## src/rtl/core_run_controller.sv

```systemverilog
// core_run_controller
//   Sequences one compute run across NUM_CORES matmul cores and drives the
//   level 'start' consumed by clock_corrector_module.
//   IDLE -> ARM (START_DELAY cycles) -> RUN (until every core reports done)
//   -> DRAIN (DRAIN_CYCLES cycles) -> DONE (one-cycle finished pulse) -> IDLE.
//   cycle_count reports the number of RUN cycles of the last run.
//   Optional feature macro: CORE_RUN_TIMEOUT_EN -- aborts RUN after MAX_CYCLES
//   cycles and raises the sticky timeout_err flag. Without it timeout_err is 0.

module core_run_controller #(
   parameter int NUM_CORES    = 4,
   parameter int START_DELAY  = 4,
   parameter int DRAIN_CYCLES = 2,
   parameter int CNT_W        = 16,
   parameter int MAX_CYCLES   = 60000
) (
   input  logic                 clk,
   input  logic                 reset,
   input  logic                 go,
   input  logic [NUM_CORES-1:0] core_done,
   output logic                 start,
   output logic [NUM_CORES-1:0] core_enable,
   output logic                 busy,
   output logic                 finished,
   output logic [CNT_W-1:0]     cycle_count,
   output logic                 timeout_err
);

   // One counter serves both ARM and DRAIN, so size it for the longer of the two.
   localparam int DLY_MAX = (START_DELAY > DRAIN_CYCLES) ? START_DELAY : DRAIN_CYCLES;
   localparam int DLY_W   = (DLY_MAX < 2) ? 1 : $clog2(DLY_MAX + 1);
   localparam logic [DLY_W-1:0] ARM_LAST   = DLY_W'(START_DELAY - 1);
   localparam logic [DLY_W-1:0] DRAIN_LAST = DLY_W'(DRAIN_CYCLES - 1);

   // Reject parameter sets the sequencing cannot honour.
   if (START_DELAY < 1 || DRAIN_CYCLES < 1 || MAX_CYCLES < 1 ||
       longint'(MAX_CYCLES) >= (longint'(1) << CNT_W)) begin : g_param_check
      $error("core_run_controller: illegal parameter combination");
   end

   typedef enum logic [2:0] {
      S_IDLE,
      S_ARM,
      S_RUN,
      S_DRAIN,
      S_DONE
   } state_t;

   state_t               state;
   logic [NUM_CORES-1:0] done_latch;
   logic [DLY_W-1:0]     dly_cnt;

   logic [NUM_CORES-1:0] done_next;
   logic                 all_done;
   logic [CNT_W-1:0]     count_inc;
   logic                 timeout_hit;

   // Latch view including this cycle's dones, so simultaneous dones end RUN at once.
   assign done_next = done_latch | core_done;
   assign all_done  = &done_next;

   // Saturating increment: a very long run pins at all-ones instead of wrapping.
   assign count_inc = (cycle_count == {CNT_W{1'b1}}) ? cycle_count
                                                     : cycle_count + CNT_W'(1);

`ifdef CORE_RUN_TIMEOUT_EN
   localparam logic [CNT_W-1:0] TIMEOUT_AT = CNT_W'(MAX_CYCLES - 1);
   assign timeout_hit = (cycle_count == TIMEOUT_AT);
`else
   assign timeout_hit = 1'b0;
`endif

   // Run sequencer: state, counters, done latches and every registered output.
   always_ff @(posedge clk) begin
      // NOTE: every register here, done latches included, is cleared by reset so
      // a reset in any state aborts the run within one cycle.
      if (reset) begin
         state       <= S_IDLE;
         done_latch  <= '0;
         dly_cnt     <= '0;
         start       <= 1'b0;
         core_enable <= '0;
         busy        <= 1'b0;
         finished    <= 1'b0;
         cycle_count <= '0;
         timeout_err <= 1'b0;
      end else begin
         // NOTE: non-blocking assignments keep every register sampling the values
         // from before this edge, regardless of statement order.
         finished <= 1'b0;
         unique case (state)
            S_IDLE: begin
               if (go) begin
                  state       <= S_ARM;
                  busy        <= 1'b1;
                  cycle_count <= '0;
                  done_latch  <= '0;
                  timeout_err <= 1'b0;
                  dly_cnt     <= '0;
               end
            end

            S_ARM: begin
               if (dly_cnt == ARM_LAST) begin
                  state       <= S_RUN;
                  start       <= 1'b1;
                  core_enable <= '1;
               end else begin
                  dly_cnt <= dly_cnt + DLY_W'(1);
               end
            end

            S_RUN: begin
               done_latch <= done_next;
               if (all_done) begin
                  // The cycle in which the last done arrives is still counted.
                  state       <= S_DRAIN;
                  cycle_count <= count_inc;
                  start       <= 1'b0;
                  core_enable <= '0;
                  dly_cnt     <= '0;
               end else if (timeout_hit) begin
                  // Abort leaves cycle_count at MAX_CYCLES-1.
                  state       <= S_DRAIN;
                  start       <= 1'b0;
                  core_enable <= '0;
                  dly_cnt     <= '0;
                  timeout_err <= 1'b1;
               end else begin
                  cycle_count <= count_inc;
                  core_enable <= ~done_next;
               end
            end

            S_DRAIN: begin
               if (dly_cnt == DRAIN_LAST) begin
                  state    <= S_DONE;
                  finished <= 1'b1;
               end else begin
                  dly_cnt <= dly_cnt + DLY_W'(1);
               end
            end

            S_DONE: begin
               state <= S_IDLE;
               busy  <= 1'b0;
            end

            default: begin
               state       <= S_IDLE;
               start       <= 1'b0;
               core_enable <= '0;
               busy        <= 1'b0;
            end
         endcase
      end
   end

endmodule
```

## config.mk

```make
export PLATFORM = sky130hd
export DESIGN_NAME = core_run_controller
export DESIGN_NICKNAME = d
export VERILOG_FILES = /design/src/rtl/core_run_controller.sv
export SDC_FILE = /design/constraint.sdc
export NUM_CORES = 1
export LEC_CHECK = 0
export CAP_MARGIN = 20
export CELL_PAD_IN_SITES_DETAIL_PLACEMENT = 1
export CELL_PAD_IN_SITES_GLOBAL_PLACEMENT = 1
export CORE_AREA = 5 5 73 75
export CTS_BUF_LIST = sky130_fd_sc_hd__clkbuf_16
export CTS_CLUSTER_SIZE = 30
export DETAILED_ROUTE_END_ITERATION = 8
export DIE_AREA = 0 0 78 80
export PLACE_DENSITY_LB_ADDON = 0.12
export SYNTH_ARGS = -nofsm -noshare
export SYNTH_HDL_FRONTEND = slang
export SYNTH_SLANG_ARGS = --single-unit
```

## constraint.sdc

```tcl
create_clock -name clk -period 2.7 [get_ports clk]
set_clock_uncertainty 0.1 [all_clocks]
set_input_delay 0.405 -clock clk [delete_from_list [all_inputs] [get_ports clk]]
set_output_delay 0.405 -clock clk [all_outputs]
set_load 0.02 [all_outputs]
```

==> metrics list <==
- Later-pin clock latency in the skew report: ~0.27 ns
- Postcts setup bufs: 0
- The hold violation count in the final report came to 0.
* Setup repair after global routing missed its margin: false
- Worst-case headroom to the max-slew limit: 59.64%
- For this run the aggregate overflow at the end of global routing stands at 0.
* Floorplan row count: 25
* Routability Congestion: roughly 0.81
* Startpoint types: register
- Across every metal layer, demand over resource in global routing totals between 10% and 20%.
* Prevailing post-synth register cell: sky130_fd_sc_hd__dfxtp_1
- Total CTS buffers: 5
* Maximum fanout count along the critical path: 9
- In the synthesized netlist the async set-or-reset flop fraction comes to 0%.
* Worst hold slack across all endpoints: about 0.36 ns
- Period utilization: 81.51%
- Worst-case vdd ir drop: around 0.29 mV
- The clock drives 33 sinks.
* Cell Pwr Density: just under 500 nW/um2
- Count of hold-fix buffers inserted at cts: 0
- The clock period could shrink to roughly 2.2 ns.
* MaxCap Viol Count: 0
* Worst-Margin Slew: ~0.6 ns
- Clock Tree Buf Depth: 2
* Wire length of the first global-routing pass: a little over 8000 um
* Number of remaining DRC errors: 0
- TritonCTS built the clock tree.
- Gates resized during post-CTS repair numbered 0.
- Via-per-instance ratio: roughly 5.9
* Run status: finished clean
* Seq cells post-synth: 33
* DIE WIDTH: ~80 um
- Setup violations remaining at the end of the flow were counted as 0.
- Of the cells placed in the final design, the portion with a size suffix greater than 1 is about 8.3%.
- A synthesized cell averages about 8.6 um2.
- The setup path with the least slack is of type register to register.
- In the post-synthesis netlist, the cell with the most instances is sky130_fd_sc_hd__dfxtp_1.
* Number of antenna violations at the first check in global routing: 0
- The cell area that synthesis handed to floorplanning was 1715 um2.
* Initial core utilization: a little under two fifths
* CP peak stage delay: about 0.60 ns
- The first detailed-routing pass ran for 4 iterations.
- Number of levels the H-tree was split into: 2
- Final nets: 239
* Port buffer count: 29
- In this run, synthesis inferred 0 flip-flops with an integrated enable.
- For this run, the top clock speed supported by timing is about 0.45 GHz.
- The min-delay analysis places its worst path in the category register to register.
- Slowest-stage cell, CP: sky130_fd_sc_hd__or4_4
- Cell types occupying the most area after synthesis: sky130_fd_sc_hd__dfxtp_1, sky130_fd_sc_hd__nor2_1, sky130_fd_sc_hd__nand2_1, sky130_fd_sc_hd__ha_1, sky130_fd_sc_hd__a21oi_1
- In this run the count of I/O pins placed on the die edge is 31.
* Count of inserted antenna diode cells: 0
* Count of distinct cell types in the synthesized netlist: 49
- Sum of routed wire length over all layers: 4744 um
* Area Overhead vs Synth: 27.21%
- Number of instances in the synthesized netlist: 199
- Library cell with the largest summed area after synthesis: sky130_fd_sc_hd__dfxtp_1
- Post-Syn Nets: between 200 and 250
- The number of global-route vias before repair was 1729.
* Count of pins over their slew limit: 0
* Synth Warn #: 0
* Cell types with the highest counts after synthesis: sky130_fd_sc_hd__dfxtp_1, sky130_fd_sc_hd__nor2_1, sky130_fd_sc_hd__nand2_1
- In this run the remaining antenna-violating nets after routing total 0.
- The worst setup path is captured at a register.
* Placeable core area: ~4600 um2
* Sequence of cells on the critical path: ha_1 -> nand3_1 -> or4_4 -> a21oi_4 -> a221o_1
- Dividing the detail-routed wire length by the instance count gives roughly 17 um.
* Setup TNS: 0 ns
* Placed wire-length estimate: roughly 3500 um
- In this run, the number of DRC markers left after iteration 0 of detailed routing was slightly above 90.
- STA puts the critical path data required time at between 2 and 3 ns.
- Summed over all cells, the static leakage comes to roughly 0.83 nW.
- Post-synthesis sequential area ratio: roughly two fifths
* Data arrival, critical path: 2.32 ns
- Largest net degree at the start of global routing: 20
- Clock-pin slew was measured on the worst setup and hold paths at about 0.050 ns.
- Number of vias in the routed layout: 1655
* Clock root cell: sky130_fd_sc_hd__clkbuf_16
- Filler cells: between 500 and 600
- Top cell type's share of synthesized area: about two fifths
* Chip height: 80 um
* Full die area: roughly 6200 um2
[final timing paths]
kind                                     from                      endpoint  slack [ns]  cells past startpoint
setup / recovery  cycle_count[0]$_SDFFE_PP0P_  cycle_count[14]$_SDFFE_PP0P_        0.50                      5
hold / removal        dly_cnt[2]$_SDFFE_PP0P_       dly_cnt[2]$_SDFFE_PP0P_        0.36                      1
setup reg to reg  cycle_count[0]$_SDFFE_PP0P_  cycle_count[14]$_SDFFE_PP0P_        0.50                      5
hold reg to reg       dly_cnt[2]$_SDFFE_PP0P_       dly_cnt[2]$_SDFFE_PP0P_        0.36                      1
[routing by layer]
metal  GRT usage, %  up-vias  wire length [um]
li1               -      814                 -
met1          17.02      800              1980
met2          29.80       33              2463
met3          4.628        8               228
met4          5.912        0                72
met5              0        -                 0
[sequential cells by signal, indices dropped and copies added (netlist names)]
| name | count |
|---|---|
| busy | 1 |
| done_latch | 4 |
| state | 3 |
| core_enable | 4 |
| finished | 1 |
| cycle_count | 16 |
| start | 1 |
| dly_cnt | 3 |
[critical path: cells and delay by family, from the launching register on]
kind | cells | cell delay [ns]
compound gates | 2 | 0.54
fa+ha+maj | 1 | 0.25
flops | 1 | 0.44
simple gates | 2 | 0.81
[metrics by stage]
step	power (mW)	util, %	instances	setup WS, ns	area [um2]
6_report	1.083	47.46	282	0.4991	2182
5_1_grt	1.119	47.46	282	0.4034	2182
4_1_cts	1.099	47.46	282	0.5202	2182
3_5_place_dp	0.5728	44.57	275	0.4311	2049
3_3_place_gp	0.5690	44.57	275	0.4810	2049
2_1_floorplan	0.5483	-	199	0.6786	1715
[power breakdown]
part / internal, mW / switching (mW)
registers: 0.493 / 0.00877
clock network: 0.329 / 0.192
logic: 0.0265 / 0.0342
total: 0.849 / 0.235
[kinds of logic (layout without fill, tap and decap cells)]
| logic type | Yosys count | after routing | synth area share [%] |
|---|---|---|---|
| buf+inv | 20 | 49 | 5.908 |
| xor+xnor | 1 | 1 | 0.5107 |
| other cells | 1 | 1 | 0.2186 |
| compound gates | 54 | 54 | 22.90 |
| flops | 33 | 33 | 38.51 |
| simple gates | 86 | 86 | 29.03 |
| fa+ha+maj | 4 | 4 | 2.918 |
[cell usage in the layout, fill, tap and decap left out, types with 3 or more instances in the layout]
cell                              count
sky130_fd_sc_hd__nand4_1              4
sky130_fd_sc_hd__nor4_1               6
sky130_fd_sc_hd__clkdlybuf4s50_1     29
sky130_fd_sc_hd__inv_1                8
sky130_fd_sc_hd__buf_4                6
sky130_fd_sc_hd__nor2_1              20
sky130_fd_sc_hd__clkbuf_16            5
sky130_fd_sc_hd__nand2_1             15
sky130_fd_sc_hd__nor3b_1              4
sky130_fd_sc_hd__nand3_1              8
sky130_fd_sc_hd__o21ai_0              9
sky130_fd_sc_hd__dfxtp_1             33
sky130_fd_sc_hd__and4_1               3
sky130_fd_sc_hd__a21oi_1              9
sky130_fd_sc_hd__o22a_1               4
sky130_fd_sc_hd__a211o_1              4
sky130_fd_sc_hd__ha_1                 4
sky130_fd_sc_hd__nor3_1               8
sky130_fd_sc_hd__o21a_1               3
sky130_fd_sc_hd__nor4b_1              3
sky130_fd_sc_hd__o211ai_1             4
[layout make-up]
cell class | instances | area [um2] | share of cell area [%]
Multi-Input combinational cell | 146 | 959.7 | 43.98
Inverter | 7 | 26.28 | 1.204
Timing Repair Buffer | 35 | 335.3 | 15.37
Sequential cell | 33 | 660.6 | 30.28
Clock buffer | 5 | 125.1 | 5.734
Clock inverter | 2 | 7.507 | 0.3440
Tap cell | 54 | 67.56 | 3.096
Note: power is estimated with default switching activity, not from simulation.
